File: config.mk
export PLATFORM = sky130hd
export DESIGN_NAME = timestep_scheduler
export DESIGN_NICKNAME = d
export VERILOG_FILES = /design/src/rtl/sched_pkg.sv /design/src/rtl/sync_2ff.sv /design/src/rtl/timestep_scheduler.sv
export SDC_FILE = /design/constraint.sdc
export NUM_CORES = 1
export LEC_CHECK = 0
export CAP_MARGIN = 20
export CELL_PAD_IN_SITES_DETAIL_PLACEMENT = 0
export CELL_PAD_IN_SITES_GLOBAL_PLACEMENT = 1
export CORE_MARGIN = 2
export CORE_UTILIZATION = 35
export DETAILED_ROUTE_END_ITERATION = 8
export PLACE_DENSITY_LB_ADDON = 0.15
export SYNTH_ARGS = -nofsm -noshare
export SYNTH_HDL_FRONTEND = slang
export SYNTH_SLANG_ARGS = --single-unit
File: constraint.sdc
create_clock -name clk -period 1.8 [get_ports clk]
set_clock_uncertainty 0.1 [all_clocks]
set_input_delay 0.18 -clock clk [delete_from_list [all_inputs] [get_ports clk]]
set_output_delay 0.18 -clock clk [all_outputs]
set_load 0.01 [all_outputs]
File: src/rtl/sched_pkg.sv
// sched_pkg -- shared types and default sizing for the timestep scheduler.
//   state_t       : FSM state encoding used by timestep_scheduler
//   *_DEF         : default parameter values for the top level
package sched_pkg;

  typedef enum logic [2:0] {
    IDLE = 3'd0,
    SNAP = 3'd1,
    HID  = 3'd2,
    OUT  = 3'd3,
    DONE = 3'd4
  } state_t;

  localparam int N_HIDDEN_DEF = 8;
  localparam int N_OUT_DEF    = 2;
  localparam int DIV_W_DEF    = 8;
  localparam int CNT_W_DEF    = 16;

endpackage

File: src/rtl/sync_2ff.sv
// sync_2ff -- single-bit two-flop synchronizer into the clk domain.
//   clk     : destination clock
//   reset_n : synchronous active-low reset, clears both flops
//   d       : asynchronous level input
//   q       : synchronized level, two clk cycles behind d
module sync_2ff (
  input  logic clk,
  input  logic reset_n,
  input  logic d,
  output logic q
);

  logic meta;

  always_ff @(posedge clk) begin
    if (!reset_n) begin
      meta <= 1'b0;
      q    <= 1'b0;
    end else begin
      meta <= d;
      q    <= meta;
    end
  end

endmodule

File: src/rtl/timestep_scheduler.sv
// timestep_scheduler -- sequences one network timestep in the clk domain.
//   clk, reset_n            : system clock, synchronous active-low reset
//   div_value               : SPI-loaded divider, captured on cdr_s rising
//   clk_div_ready_async     : SCLK-domain flag, divider configuration valid
//   input_spike_ready_async : SCLK-domain flag, input spikes valid
//   tick                    : one-cycle timestep pulse, period div_reg+1
//   snapshot_en             : one-cycle shadow-register capture pulse
//   update_en/layer_sel/neuron_sel : neuron update strobe and address
//   step_done               : one-cycle pulse at end of step
//   busy                    : step in progress
//   overrun                 : sticky, tick arrived while busy
//   step_count              : completed steps, wraps
//
// state | meaning
// ------+-------------------------------------------------------
// IDLE  | waiting for tick with input spikes ready
// SNAP  | snapshot_en pulse, datapath captures shadow registers
// HID   | update hidden neurons 0..N_HIDDEN-1, one per cycle
// OUT   | update output neurons 0..N_OUT-1, one per cycle
// DONE  | step_done pulse, step_count incremented
module timestep_scheduler
  import sched_pkg::*;
#(
  parameter int N_HIDDEN = N_HIDDEN_DEF,
  parameter int N_OUT    = N_OUT_DEF,
  parameter int DIV_W    = DIV_W_DEF,
  parameter int CNT_W    = CNT_W_DEF
) (
  input  logic             clk,
  input  logic             reset_n,
  input  logic [DIV_W-1:0] div_value,
  input  logic             clk_div_ready_async,
  input  logic             input_spike_ready_async,
  output logic             tick,
  output logic             snapshot_en,
  output logic             update_en,
  output logic             layer_sel,
  output logic [3:0]       neuron_sel,
  output logic             step_done,
  output logic             busy,
  output logic             overrun,
  output logic [CNT_W-1:0] step_count
);

  localparam logic [3:0] HID_LAST = 4'(N_HIDDEN - 1);
  localparam logic [3:0] OUT_LAST = 4'(N_OUT - 1);

  logic             cdr_s;
  logic             isr_s;
  logic             cdr_q;
  logic [DIV_W-1:0] div_reg;
  logic [DIV_W-1:0] div_cnt;
  state_t           state;

  sync_2ff u_sync_cdr (
    .clk     (clk),
    .reset_n (reset_n),
    .d       (clk_div_ready_async),
    .q       (cdr_s)
  );

  sync_2ff u_sync_isr (
    .clk     (clk),
    .reset_n (reset_n),
    .d       (input_spike_ready_async),
    .q       (isr_s)
  );

  // cdr_q doubles as the rising-edge detector and the counting enable: the
  // count only runs once div_reg holds the value captured on the edge, so a
  // stale div_reg can never produce a tick in the edge cycle itself.
  assign tick = cdr_s && cdr_q && (div_cnt == div_reg);

  always_ff @(posedge clk) begin
    if (!reset_n) begin
      cdr_q   <= 1'b0;
      div_reg <= '0;
      div_cnt <= '0;
    end else begin
      cdr_q <= cdr_s;
      if (cdr_s && !cdr_q) begin
        div_reg <= div_value;
      end
      if (!cdr_s || !cdr_q || tick) begin
        div_cnt <= '0;
      end else begin
        div_cnt <= div_cnt + DIV_W'(1);
      end
    end
  end

  always_ff @(posedge clk) begin
    if (!reset_n) begin
      state       <= IDLE;
      snapshot_en <= 1'b0;
      update_en   <= 1'b0;
      layer_sel   <= 1'b0;
      neuron_sel  <= 4'd0;
      step_done   <= 1'b0;
      busy        <= 1'b0;
      overrun     <= 1'b0;
      step_count  <= '0;
    end else begin
      snapshot_en <= 1'b0;
      step_done   <= 1'b0;

      // A tick during a step is dropped; remember it until reset.
      if (tick && (state != IDLE)) begin
        overrun <= 1'b1;
      end

      case (state)
        IDLE: begin
          if (tick && isr_s) begin
            state       <= SNAP;
            snapshot_en <= 1'b1;
            busy        <= 1'b1;
          end
        end
        SNAP: begin
          state      <= HID;
          update_en  <= 1'b1;
          layer_sel  <= 1'b0;
          neuron_sel <= 4'd0;
        end
        HID: begin
          if (neuron_sel == HID_LAST) begin
            state      <= OUT;
            layer_sel  <= 1'b1;
            neuron_sel <= 4'd0;
          end else begin
            neuron_sel <= neuron_sel + 4'd1;
          end
        end
        OUT: begin
          if (neuron_sel == OUT_LAST) begin
            state      <= DONE;
            update_en  <= 1'b0;
            layer_sel  <= 1'b0;
            neuron_sel <= 4'd0;
            step_done  <= 1'b1;
            step_count <= step_count + CNT_W'(1);
          end else begin
            neuron_sel <= neuron_sel + 4'd1;
          end
        end
        DONE: begin
          state <= IDLE;
          busy  <= 1'b0;
        end
        default: begin
          state      <= IDLE;
          busy       <= 1'b0;
          update_en  <= 1'b0;
          layer_sel  <= 1'b0;
          neuron_sel <= 4'd0;
        end
      endcase
    end
  end

endmodule

==> flow_metrics.tcl <==
set metrics [dict create \
    final_number_of_max_transition_violations 0 \
    dieWidth_um 83.59 \
    pin_count 39 \
    yosysTopAreaCell "sky130_fd_sc_hd__dfxtp_1" \
    worstHoldPathCells 1 \
    detail_route.wirelength_um 4811 \
    crit_type "reg -> reg" \
    clockRootBuffer "sky130_fd_sc_hd__clkbuf_8" \
    core-area_mm2 0.006026 \
    dominantRegCellSynth "sky130_fd_sc_hd__dfxtp_1" \
    vdd_drop_max_mv 0.3312 \
    hold_violations 0 \
    dieArea_mm2 0.006987 \
    postSynthRegisterBits 50 \
    cts_tree "done" \
    timing.reg2reg.worst_path_depth 7 \
    power_density_normalized_to_cell_area_mw_per_mm2 615.1 \
    cp-start-kind "flip-flop" \
    status "finished, final reports clean" \
    seq_area_frac_synth_pct 45.15 \
    synthesis_to_layout_area_growth_pct 39.67 \
    route.antenna.remaining_nets 0 \
    detail_route.first_pass.iterations 4 \
    global_route.overflow_total 0 \
    insertedDiodeCount 0 \
    num-fill-cells 577 \
    largest_reg_flops 16 \
    drt_iter0_markers 86 \
    max_slew.worst_pin.slew_ps 322.3 \
    async_reset_ff_share_pct 0 \
    vias_in_the_first_global_route 1904 \
    synth.distinct_cells 43 \
    end_kind "flip-flop" \
    beginning_of_the_critical_path "neuron_sel[1]$_SDFFE_PN0N_" \
    synth_area_mm2 0.002217 \
    drt-wirelength-per-cell_um 12.21 \
    finalSetupViolCount 0 \
    required_ps 1880 \
    htree_num_levels 2 \
    antenna_found_initial 0 \
    remaining_drc_errors 0 \
    ys.warnings.count 0 \
    synthesis.area_per_instance_um2 9.087 \
    clkLatencyLatePin_ps 300 \
    synth_top_cell_area_share_pct 45.15 \
    clock_sink_count 50 \
    postSynthCellCount 244 \
    synth-edff-count 0 \
    cts_made_buffers 5 \
    clock_path_buffers 2 \
    synth.most_common_cell "sky130_fd_sc_hd__dfxtp_1" \
    core.rowCount 28 \
    overall_fraction_of_global_route_tracks_in_use_pct 14.51 \
    number_of_nets_in_the_layout 336 \
    final.period_utilization_pct 99.54 \
    hp-start "u_sync_isr.meta$_SDFF_PN0_" \
    fp.dieH_um 83.59 \
    total_leakage_power_nw 1.108 \
    rrSetupSlack_ps 8 \
    layout_setup_ws_ps 8.278 \
    globalplace.congestion 0.7837 \
    final_cell_count_no_fill 394 \
    post_synth_most_frequent_cells "sky130_fd_sc_hd__dfxtp_1 (50), sky130_fd_sc_hd__nor2_1 (29), sky130_fd_sc_hd__a21oi_1 (15)" \
    cap_violations 0 \
    grt_first_pass_wirelength_um 8355 \
    initial_core_util_pct 36.79 \
    timing.final.crit_period_ps 1792 \
    synth_fp_nets 260 \
    buffer_ports.inserted 38 \
    count_of_hold_fix_buffers_inserted_at_cts 0 \
    post-dp-hpwl_um 3499 \
    preCtsSetupSlack_ps -63.20 \
    rsz0062_at_grt "yes" \
    dpl.cell_count 385 \
    worst_path_clk_slew_ps 80 \
    relSlewSlack_pct 78.45 \
    peak_clock_frequency_supported_by_timing_mhz 558.1 \
    holdCritPathClass "reg -> reg" \
    crit_path_max_fanout 3 \
    layout-drive-gt1-share_pct 19.44 \
    yosys-top-cells-area "sky130_fd_sc_hd__dfxtp_1 (45%), sky130_fd_sc_hd__nor2_1 (4.9%), sky130_fd_sc_hd__xnor2_1 (4.7%), sky130_fd_sc_hd__mux2i_1 (3.6%), sky130_fd_sc_hd__a21oi_1 (3.4%)" \
    final_setup_tns_ps 0 \
    totalPowerFinal_w 0.001905 \
    worstPathArrival_ps 1870 \
    pin_count_of_the_biggest_net_entering_global_routing 32 \
    total_number_of_vias 2021 \
    via_per_inst 5.129 \
    r2r-start "neuron_sel[1]$_SDFFE_PN0N_" \
]
-- path summary, 6_finish.rpt --
kind                                      end
setup / recovery  step_count[15]$_SDFFE_PN0P_
hold / removal        u_sync_isr.q$_SDFF_PN0_
setup reg to reg  step_count[15]$_SDFFE_PN0P_
hold reg to reg       u_sync_isr.q$_SDFF_PN0_
-- area by class of cell --
class | count | area (um^2) | share of cell area (%)
Inverter | 6 | 22.52 | 0.7273
Clock buffer | 6 | 82.58 | 2.667
Timing Repair Buffer | 79 | 708.2 | 22.87
Tap cell | 75 | 93.84 | 3.030
Sequential cell | 50 | 1008 | 32.57
Multi-Input combinational cell | 178 | 1181 | 38.14
-- logic make-up after synthesis --
| group | share of synthesized area (%) |
|---|---|
| xor+xnor | 7.111 |
| buf+inv | 3.160 |
| simple gates | 26.52 |
| fa+ha+maj | 2.257 |
| compound gates | 12.19 |
| mux | 3.612 |
| flops | 45.15 |
-- power by group --
part,total (W),internal [W],switching (W)
sequential,0.00113,0.00112,0.00000946
clock,0.000642,0.000297,0.000345
combinational,0.000136,0.0000764,0.0000594
total,0.00190,0.00149,0.000413
-- metal layers --
metal	vias up	GRT usage, %	routed length [um]
met5	-	0	0
met4	0	4.399	47
met3	4	3.660	169
met2	33	24.95	2271
met1	954	17.82	2322
li1	1030	-	-
-- through the flow --
stage / utilization, % / cell area, um^2 / hold WS, ps
floorplan: - / 2237 / 192.7
global placement: 49.36 / 2974 / 314.3
detailed placement: 49.36 / 2974 / 320.9
CTS: 51.08 / 3078 / 342.2
global route: 51.39 / 3097 / 345.4
finish: 51.39 / 3097 / 335.2
-- repair_timing --
item / 4_1_cts / 5_1_grt
pin swaps: 2 / 3
setup buffers: 2 / 1
resized for setup: 4 / 5
endpoints found under the setup margin: 7 / 10
-- worst max-delay path: stages (launching register included) --
cell	delay, ps
sky130_fd_sc_hd__dfxtp_4	350
sky130_fd_sc_hd__inv_2	50
sky130_fd_sc_hd__ha_4	120
sky130_fd_sc_hd__buf_4	110
sky130_fd_sc_hd__nand4_1	90
sky130_fd_sc_hd__or4b_4	520
sky130_fd_sc_hd__o311ai_1	230
sky130_fd_sc_hd__o41ai_1	110
-- layout by cell type (no fill, tap or decap), types with 2 or more instances in the layout --
cell type / instances
sky130_fd_sc_hd__a21oi_1: 14
sky130_fd_sc_hd__a31oi_1: 3
sky130_fd_sc_hd__and2_1: 5
sky130_fd_sc_hd__and3_1: 3
sky130_fd_sc_hd__and4_1: 3
sky130_fd_sc_hd__buf_12: 2
sky130_fd_sc_hd__buf_4: 39
sky130_fd_sc_hd__clkbuf_8: 6
sky130_fd_sc_hd__clkdlybuf4s50_1: 37
sky130_fd_sc_hd__dfxtp_1: 48
sky130_fd_sc_hd__dfxtp_4: 2
sky130_fd_sc_hd__ha_1: 3
sky130_fd_sc_hd__inv_1: 5
sky130_fd_sc_hd__mux2i_1: 8
sky130_fd_sc_hd__nand2_1: 12
sky130_fd_sc_hd__nand3_1: 14
sky130_fd_sc_hd__nand3b_1: 2
sky130_fd_sc_hd__nand4_1: 6
sky130_fd_sc_hd__nand4b_1: 2
sky130_fd_sc_hd__nor2_1: 29
sky130_fd_sc_hd__nor3_1: 6
sky130_fd_sc_hd__o21a_1: 2
sky130_fd_sc_hd__o21ai_0: 7
sky130_fd_sc_hd__o31ai_1: 9
sky130_fd_sc_hd__o41ai_1: 2
sky130_fd_sc_hd__or3_1: 3
sky130_fd_sc_hd__or4_1: 8
sky130_fd_sc_hd__xnor2_1: 11
sky130_fd_sc_hd__xor2_1: 6
No activity file was read; power rests on OpenSTA's default activity.
